## src/rtl/ezlogic_run_ctrl.sv

```systemverilog
// Run controller for an EzLogic core: buffers N input bytes, streams them to the core,
// and compares the core's output bytes against a golden vector with a drain timeout.
module ezlogic_run_ctrl #(
  parameter int              N        = 42,
  parameter logic [8*N-1:0]  EXPECTED = {(8*N){1'b0}},
  parameter int              TIMEOUT  = 64
) (
  input  logic                      clk,
  input  logic                      rst_n,
  input  logic                      wr_en,
  input  logic [7:0]                wr_data,
  input  logic                      start,
  output logic                      busy,
  output logic [7:0]                core_data_in,
  output logic                      core_valid_in,
  input  logic [7:0]                core_data_out,
  input  logic                      core_valid_out,
  output logic                      done,
  output logic                      pass,
  output logic                      timeout,
  output logic [$clog2(N+1)-1:0]    mismatch_cnt,
  output logic [$clog2(N)-1:0]      first_bad
);

  localparam int CW = $clog2(N+1);
  localparam int IW = $clog2(N);
  localparam int TW = $clog2(TIMEOUT+1);

  typedef enum logic [1:0] {
    ST_IDLE   = 2'd0,
    ST_STREAM = 2'd1,
    ST_DRAIN  = 2'd2,
    ST_DONE   = 2'd3
  } state_t;

  state_t          state_r;
  state_t          next_state_s;

  logic [7:0]      buf_mem_r [N];
  logic [CW-1:0]   wptr_r;
  logic [CW-1:0]   rptr_r;
  logic [CW-1:0]   ocnt_r;
  logic [CW-1:0]   mis_cnt_r;
  logic [IW-1:0]   first_bad_r;
  logic [TW-1:0]   idle_r;
  logic            busy_r;
  logic            cvi_r;
  logic [7:0]      cdi_r;
  logic            done_r;
  logic            pass_r;
  logic            timeout_r;

  logic            accept_s;
  logic            wr_ok_s;
  logic            active_s;
  logic            cap_s;
  logic            mis_s;
  logic [CW-1:0]   ocnt_nxt_s;
  logic [CW-1:0]   mis_cnt_nxt_s;
  logic [TW-1:0]   idle_nxt_s;
  logic            drain_done_s;
  logic            drain_to_s;

  // Golden byte idx (byte 0 is the MSB byte); out-of-range indices shift to zero.
  function automatic logic [7:0] exp_byte(input logic [CW-1:0] idx);
    logic [8*N-1:0] sh;
    sh = EXPECTED << (8 * int'(idx));
    return sh[8*N-1 -: 8];
  endfunction

  // Run acceptance, capture/compare and drain-exit decode.
  always_comb begin
    accept_s      = (state_r == ST_IDLE) && start && (wptr_r == CW'(N));
    wr_ok_s       = (state_r == ST_IDLE) && !accept_s && wr_en && (wptr_r < CW'(N));
    active_s      = (state_r == ST_STREAM) || (state_r == ST_DRAIN);
    cap_s         = active_s && core_valid_out && (ocnt_r < CW'(N));
    mis_s         = 1'b0;
    ocnt_nxt_s    = ocnt_r;
    mis_cnt_nxt_s = mis_cnt_r;
    idle_nxt_s    = idle_r;
    drain_done_s  = 1'b0;
    drain_to_s    = 1'b0;
    if (cap_s) begin
      mis_s      = (core_data_out != exp_byte(ocnt_r));
      ocnt_nxt_s = ocnt_r + CW'(1);
    end else begin
      mis_s      = 1'b0;
      ocnt_nxt_s = ocnt_r;
    end
    if (mis_s) begin
      mis_cnt_nxt_s = mis_cnt_r + CW'(1);
    end else begin
      mis_cnt_nxt_s = mis_cnt_r;
    end
    if (core_valid_out) begin
      idle_nxt_s = {TW{1'b0}};
    end else begin
      idle_nxt_s = idle_r + TW'(1);
    end
    // Completion wins over a timeout reached in the same cycle.
    if (state_r == ST_DRAIN) begin
      drain_done_s = (ocnt_nxt_s == CW'(N));
      drain_to_s   = !drain_done_s && (idle_nxt_s == TW'(TIMEOUT));
    end else begin
      drain_done_s = 1'b0;
      drain_to_s   = 1'b0;
    end
  end

  // Next-state logic.
  always_comb begin
    next_state_s = state_r;
    case (state_r)
      ST_IDLE: begin
        if (accept_s) next_state_s = ST_STREAM;
        else          next_state_s = ST_IDLE;
      end
      ST_STREAM: begin
        if (rptr_r == CW'(N)) next_state_s = ST_DRAIN;
        else                  next_state_s = ST_STREAM;
      end
      ST_DRAIN: begin
        if (drain_done_s || drain_to_s) next_state_s = ST_DONE;
        else                            next_state_s = ST_DRAIN;
      end
      ST_DONE: next_state_s = ST_IDLE;
      default: next_state_s = ST_IDLE;
    endcase
  end

  // State register.
  always_ff @(posedge clk) begin
    if (!rst_n) state_r <= ST_IDLE;
    else        state_r <= next_state_s;
  end

  // Input byte buffer; contents are don't-care until reloaded.
  always_ff @(posedge clk) begin
    if (rst_n && wr_ok_s) buf_mem_r[wptr_r[IW-1:0]] <= wr_data;
  end

  // Pointers, counters and registered outputs.
  always_ff @(posedge clk) begin
    if (!rst_n) begin
      wptr_r      <= {CW{1'b0}};
      rptr_r      <= {CW{1'b0}};
      ocnt_r      <= {CW{1'b0}};
      mis_cnt_r   <= {CW{1'b0}};
      first_bad_r <= {IW{1'b0}};
      idle_r      <= {TW{1'b0}};
      busy_r      <= 1'b0;
      cvi_r       <= 1'b0;
      cdi_r       <= 8'h00;
      done_r      <= 1'b0;
      pass_r      <= 1'b0;
      timeout_r   <= 1'b0;
    end else begin
      case (state_r)
        ST_IDLE: begin
          if (accept_s) begin
            // Byte 0 is presented straight away so the stream starts the next cycle.
            rptr_r      <= CW'(1);
            ocnt_r      <= {CW{1'b0}};
            mis_cnt_r   <= {CW{1'b0}};
            first_bad_r <= {IW{1'b0}};
            idle_r      <= {TW{1'b0}};
            done_r      <= 1'b0;
            pass_r      <= 1'b0;
            timeout_r   <= 1'b0;
            busy_r      <= 1'b1;
            cvi_r       <= 1'b1;
            cdi_r       <= buf_mem_r[IW'(0)];
          end else if (wr_ok_s) begin
            wptr_r <= wptr_r + CW'(1);
          end
        end
        ST_STREAM: begin
          if (rptr_r < CW'(N)) begin
            cvi_r  <= 1'b1;
            cdi_r  <= buf_mem_r[rptr_r[IW-1:0]];
            rptr_r <= rptr_r + CW'(1);
          end else begin
            cvi_r <= 1'b0;
            cdi_r <= 8'h00;
          end
          ocnt_r    <= ocnt_nxt_s;
          mis_cnt_r <= mis_cnt_nxt_s;
          if (mis_s && (mis_cnt_r == {CW{1'b0}})) first_bad_r <= ocnt_r[IW-1:0];
        end
        ST_DRAIN: begin
          ocnt_r    <= ocnt_nxt_s;
          mis_cnt_r <= mis_cnt_nxt_s;
          idle_r    <= idle_nxt_s;
          if (mis_s && (mis_cnt_r == {CW{1'b0}})) first_bad_r <= ocnt_r[IW-1:0];
          if (drain_done_s || drain_to_s) begin
            busy_r    <= 1'b0;
            done_r    <= 1'b1;
            pass_r    <= drain_done_s && (mis_cnt_nxt_s == {CW{1'b0}});
            timeout_r <= drain_to_s;
            wptr_r    <= {CW{1'b0}};
          end
        end
        ST_DONE: begin
          busy_r <= 1'b0;
        end
        default: begin
          busy_r <= 1'b0;
        end
      endcase
    end
  end

  assign busy          = busy_r;
  assign core_valid_in = cvi_r;
  assign core_data_in  = cdi_r;
  assign done          = done_r;
  assign pass          = pass_r;
  assign timeout       = timeout_r;
  assign mismatch_cnt  = mis_cnt_r;
  assign first_bad     = first_bad_r;

endmodule

```

## config.mk

```make
export PLATFORM = sky130hd
export DESIGN_NAME = ezlogic_run_ctrl
export DESIGN_NICKNAME = d
export VERILOG_FILES = /design/src/rtl/ezlogic_run_ctrl.sv
export SDC_FILE = /design/constraint.sdc
export NUM_CORES = 1
export LEC_CHECK = 0
export BUFFER_PORTS_ARGS = -buffer_cell sky130_fd_sc_hd__buf_2
export CAP_MARGIN = 10
export CELL_PAD_IN_SITES_DETAIL_PLACEMENT = 0
export CELL_PAD_IN_SITES_GLOBAL_PLACEMENT = 2
export CORE_MARGIN = 2
export CORE_UTILIZATION = 45
export CTS_BUF_LIST = sky130_fd_sc_hd__clkbuf_4 sky130_fd_sc_hd__clkbuf_8
export CTS_CLUSTER_DIAMETER = 100
export DETAILED_ROUTE_END_ITERATION = 10
export HOLD_SLACK_MARGIN = 0.02
export PLACE_DENSITY = 0.77
export SYNTH_ARGS = -nofsm -noshare
export SYNTH_HDL_FRONTEND = slang
export SYNTH_SLANG_ARGS = --single-unit
```

## constraint.sdc

```tcl
create_clock -name clk -period 5.5 [get_ports clk]
set_input_delay 0.825 -clock clk [delete_from_list [all_inputs] [get_ports clk]]
set_output_delay 0.825 -clock clk [all_outputs]
set_load 0.02 [all_outputs]
```

==> out/results.tsv <==
stage	metric	value	unit
synthesis	synth_xor_area_frac	0.00379	
flow_run	max_cap_viol_count	0	
clock_network	cts_tree	done	
drt	dr.pass1.iters	5	
synthesis	synth.ff_latch_count	394	
drt	met2_length	16800	um
timing	slew_headroom	0.338	
synthesis	synth_compound_area_frac	0.0687	
synthesis	synth_area_leader_cell	edfxtp_1	
timing	final-setup-viol-count	0	
synthesis	synth_common_cells	336 x edfxtp_1, 86 x nor2_1, 80 x mux4_2, 58 x dfxtp_1, 55 x a21oi_1	
clock_network	holdBufCountCts	0	
global_route	grt_use_total	0.195	
timing	skew	25.4	ps
drt	wl_met3	1820	um
timing	finalCriticalPeriod	3260	ps
global_route	grt_max_degree	67	
synthesis	syn-num-nets	1034	
layout	diodes	0	
place	place_congestion	0.761	
clock_network	root_buffer	clkbuf_8	
synthesis	synth_cell_types	62	
critical_path	end_kind	flop	
place	dpl-instance-area	16800	um^2
global_route	antenna_found_initial	0	
floorplanning	die_w	194	um
global_route	grt_pass1_wl	55700	um
drt	viasPerCell	5.67	
critical_path	cp.arrival	3800	ps
floorplanning	core.rowCount	69	
clock_network	cts_buffers	61	
synthesis	syn-cell-area	16200	um^2
critical_path	worst-setup-path-type	flop to flop	
power_and_ir_drop	finalPower	5.76	mW
clock_network	clockBufferDepth	3	
layout	area_growth	11.6	%
layout	finalNetCount	1097	
drt	vias	8923	
clock_network	clk_latency	630	ps
clock_network	htree_levels	2	
floorplanning	io_pins	46	
synthesis	synthMuxAreaShare	0.132	
drt	dr.max_layer_used	met4	
global_route	grt_pass1_vias	9154	
layout	drive_above_1_share	0.215	
synthesis	post_synth.cell_area_avg	16.2	um^2
floorplanning	fp.dieArea	37500	um^2
clock_network	cts_setup_buffers	0	
timing	rsz0062_at_grt	no	
floorplanning	core_region_area	35500	um^2
synthesis	synth_top_area_frac	0.624	
clock_network	cts.sinks	394	
critical_path	startpoint_type	flop	
power_and_ir_drop	cellPowerDensity	319	nW/um^2
floorplanning	start_util	0.456	
place	dpl.hpwl	22700	um
synthesis	synth-main-ff-cell	edfxtp_1	
critical_path	path_max_fanout	7	
timing	tns	0	ps
timing	hold_viol	0	
timing	hold_ws	449	ps
synthesis	ys_async_sr_fraction	0	
status	status	finished, final reports clean	
drt	drtIter0Drc	809	
drt	drc_errors	0	
timing	fmaxAchievable	307	MHz
timing	worst_pin_slew	993	ps
power_and_ir_drop	leakagePower	5.69	nW
floorplanning	die_h	194	um
timing	fin_crit_sh	0.593	
clock_network	cts_resized	0	
critical_path	cp_data_required_time	6040	ps
layout	design_area	18000	um^2
synthesis	synth-edff-count	336	
synthesis	synth.area.top_cells	edfxtp_1 62%, mux4_2 11%, dfxtp_1 7.2%, mux2i_1 2.0%, nor2_1 2.0%	
synthesis	synth_top_family_by_area	multiplexers	
synthesis	yosys.area_share.adder	0.0101	
synthesis	synth_cells	1000	
drt	drt-total-wl	35700	um
synthesis	ys_seq_area_frac	0.696	
power_and_ir_drop	peakVddDrop	0.000163	V
layout	fillers	2958	
place	port-buffer-count	45	
clock_network	cts.clk_slew.worst_paths	70	ps
synthesis	synth_most_common_cell	edfxtp_1	
timing	drv_slew	0	
drt	m1WireLength	16500	um
drt	wl_per_cell	22.7	um
global_route	grt_overflow	0	
drt	ant_nets	0	
synthesis	yosysWarnings	0	
min_path	hp-class	flop to flop	
synthesis	synth-simple-area-share	0.0717	
## cells in the final DEF, fill, tap and decap left out, types with 6 or more instances in the layout
master / n
nor2_1: 86
mux4_2: 80
nand2_1: 33
nand4_1: 11
clkbuf_8: 63
nand3_1: 18
buf_2: 45
clkinv_2: 12
clkbuf_4: 10
ha_1: 13
o21a_1: 6
nor2b_1: 31
a221oi_1: 8
o21ai_0: 27
edfxtp_1: 336
mux2i_1: 33
a211oi_1: 26
dfxtp_1: 54
a22oi_1: 13
buf_4: 7
nor4_1: 8
inv_1: 17
clkinv_1: 19
nor3_1: 14
a21oi_1: 55
## final timing paths
kind	depth (start not counted)	to	start	slack, ps
max	8	wptr_r[1]$_SDFFE_PN0P_	state_r[0]$_SDFF_PN0_	2240
max reg2reg	8	wptr_r[1]$_SDFFE_PN0P_	state_r[0]$_SDFF_PN0_	2240
min	2	first_bad[0]$_SDFFE_PN0P_	first_bad[0]$_SDFFE_PN0P_	450
min reg2reg	2	first_bad[0]$_SDFFE_PN0P_	first_bad[0]$_SDFFE_PN0P_	450
## critical path, cell delays in order, from the launching register on
cell       delay, ps
dfxtp_1          400
inv_1            100
ha_1             420
and2_4           210
a311o_1          270
a222oi_1         780
a2111oi_2        300
or4_1            560
a21oi_1          140
## registers in the layout (all words and copies together), names as in the netlist, named ones only
name,flops
idle_r,7
core_data_in,8
state_r,1
pass,1
mismatch_cnt,6
buf_mem_r,336
ocnt_r,6
first_bad,6
done,1
timeout,1
rptr_r,6
core_valid_in,1
wptr_r,6
busy,1
## per-stage QoR
step / instances / worst slack, ps / utilization
final: 1573 / 2240 / 0.508
after global routing: 1573 / 1890 / 0.508
after CTS: 1573 / 2240 / 0.508
after detailed placement: 1461 / 2180 / 0.474
after global placement: 1461 / 2240 / 0.474
after floorplan: 1000 / 2580 / -
## where the power goes
group,internal (mW),switching (mW)
clock,1.28,1.13
sequential,3.25,0.00633
combinational,0.0171,0.0800
## routing by layer
layer	global-route usage	up-vias
met2	0.304	227
met3	0.0305	49
met1	0.287	4536
met4	0.0500	0
li1	-	4111
met5	0	-
## cells by family (layout without fill, tap and decap cells)
family          after synthesis  count (layout)
simple gates                234             234
compound gates              169             169
xor+xnor                      7               7
mux                         113             113
buf+inv                      70             182
flops                       394             394
fa+ha+maj                    13              13
## area by class of cell
cell class	count	area, um^2	share of cell area
multi-input combinational	536	4630	0.256
clock buffer	73	942	0.0522
clock inverter	39	272	0.0151
sequential	394	11300	0.624
tap	461	577	0.0320
timing repair buffer	53	298	0.0165
inverter	17	63.8	0.00354
Note: power is estimated with default switching activity, not from simulation.
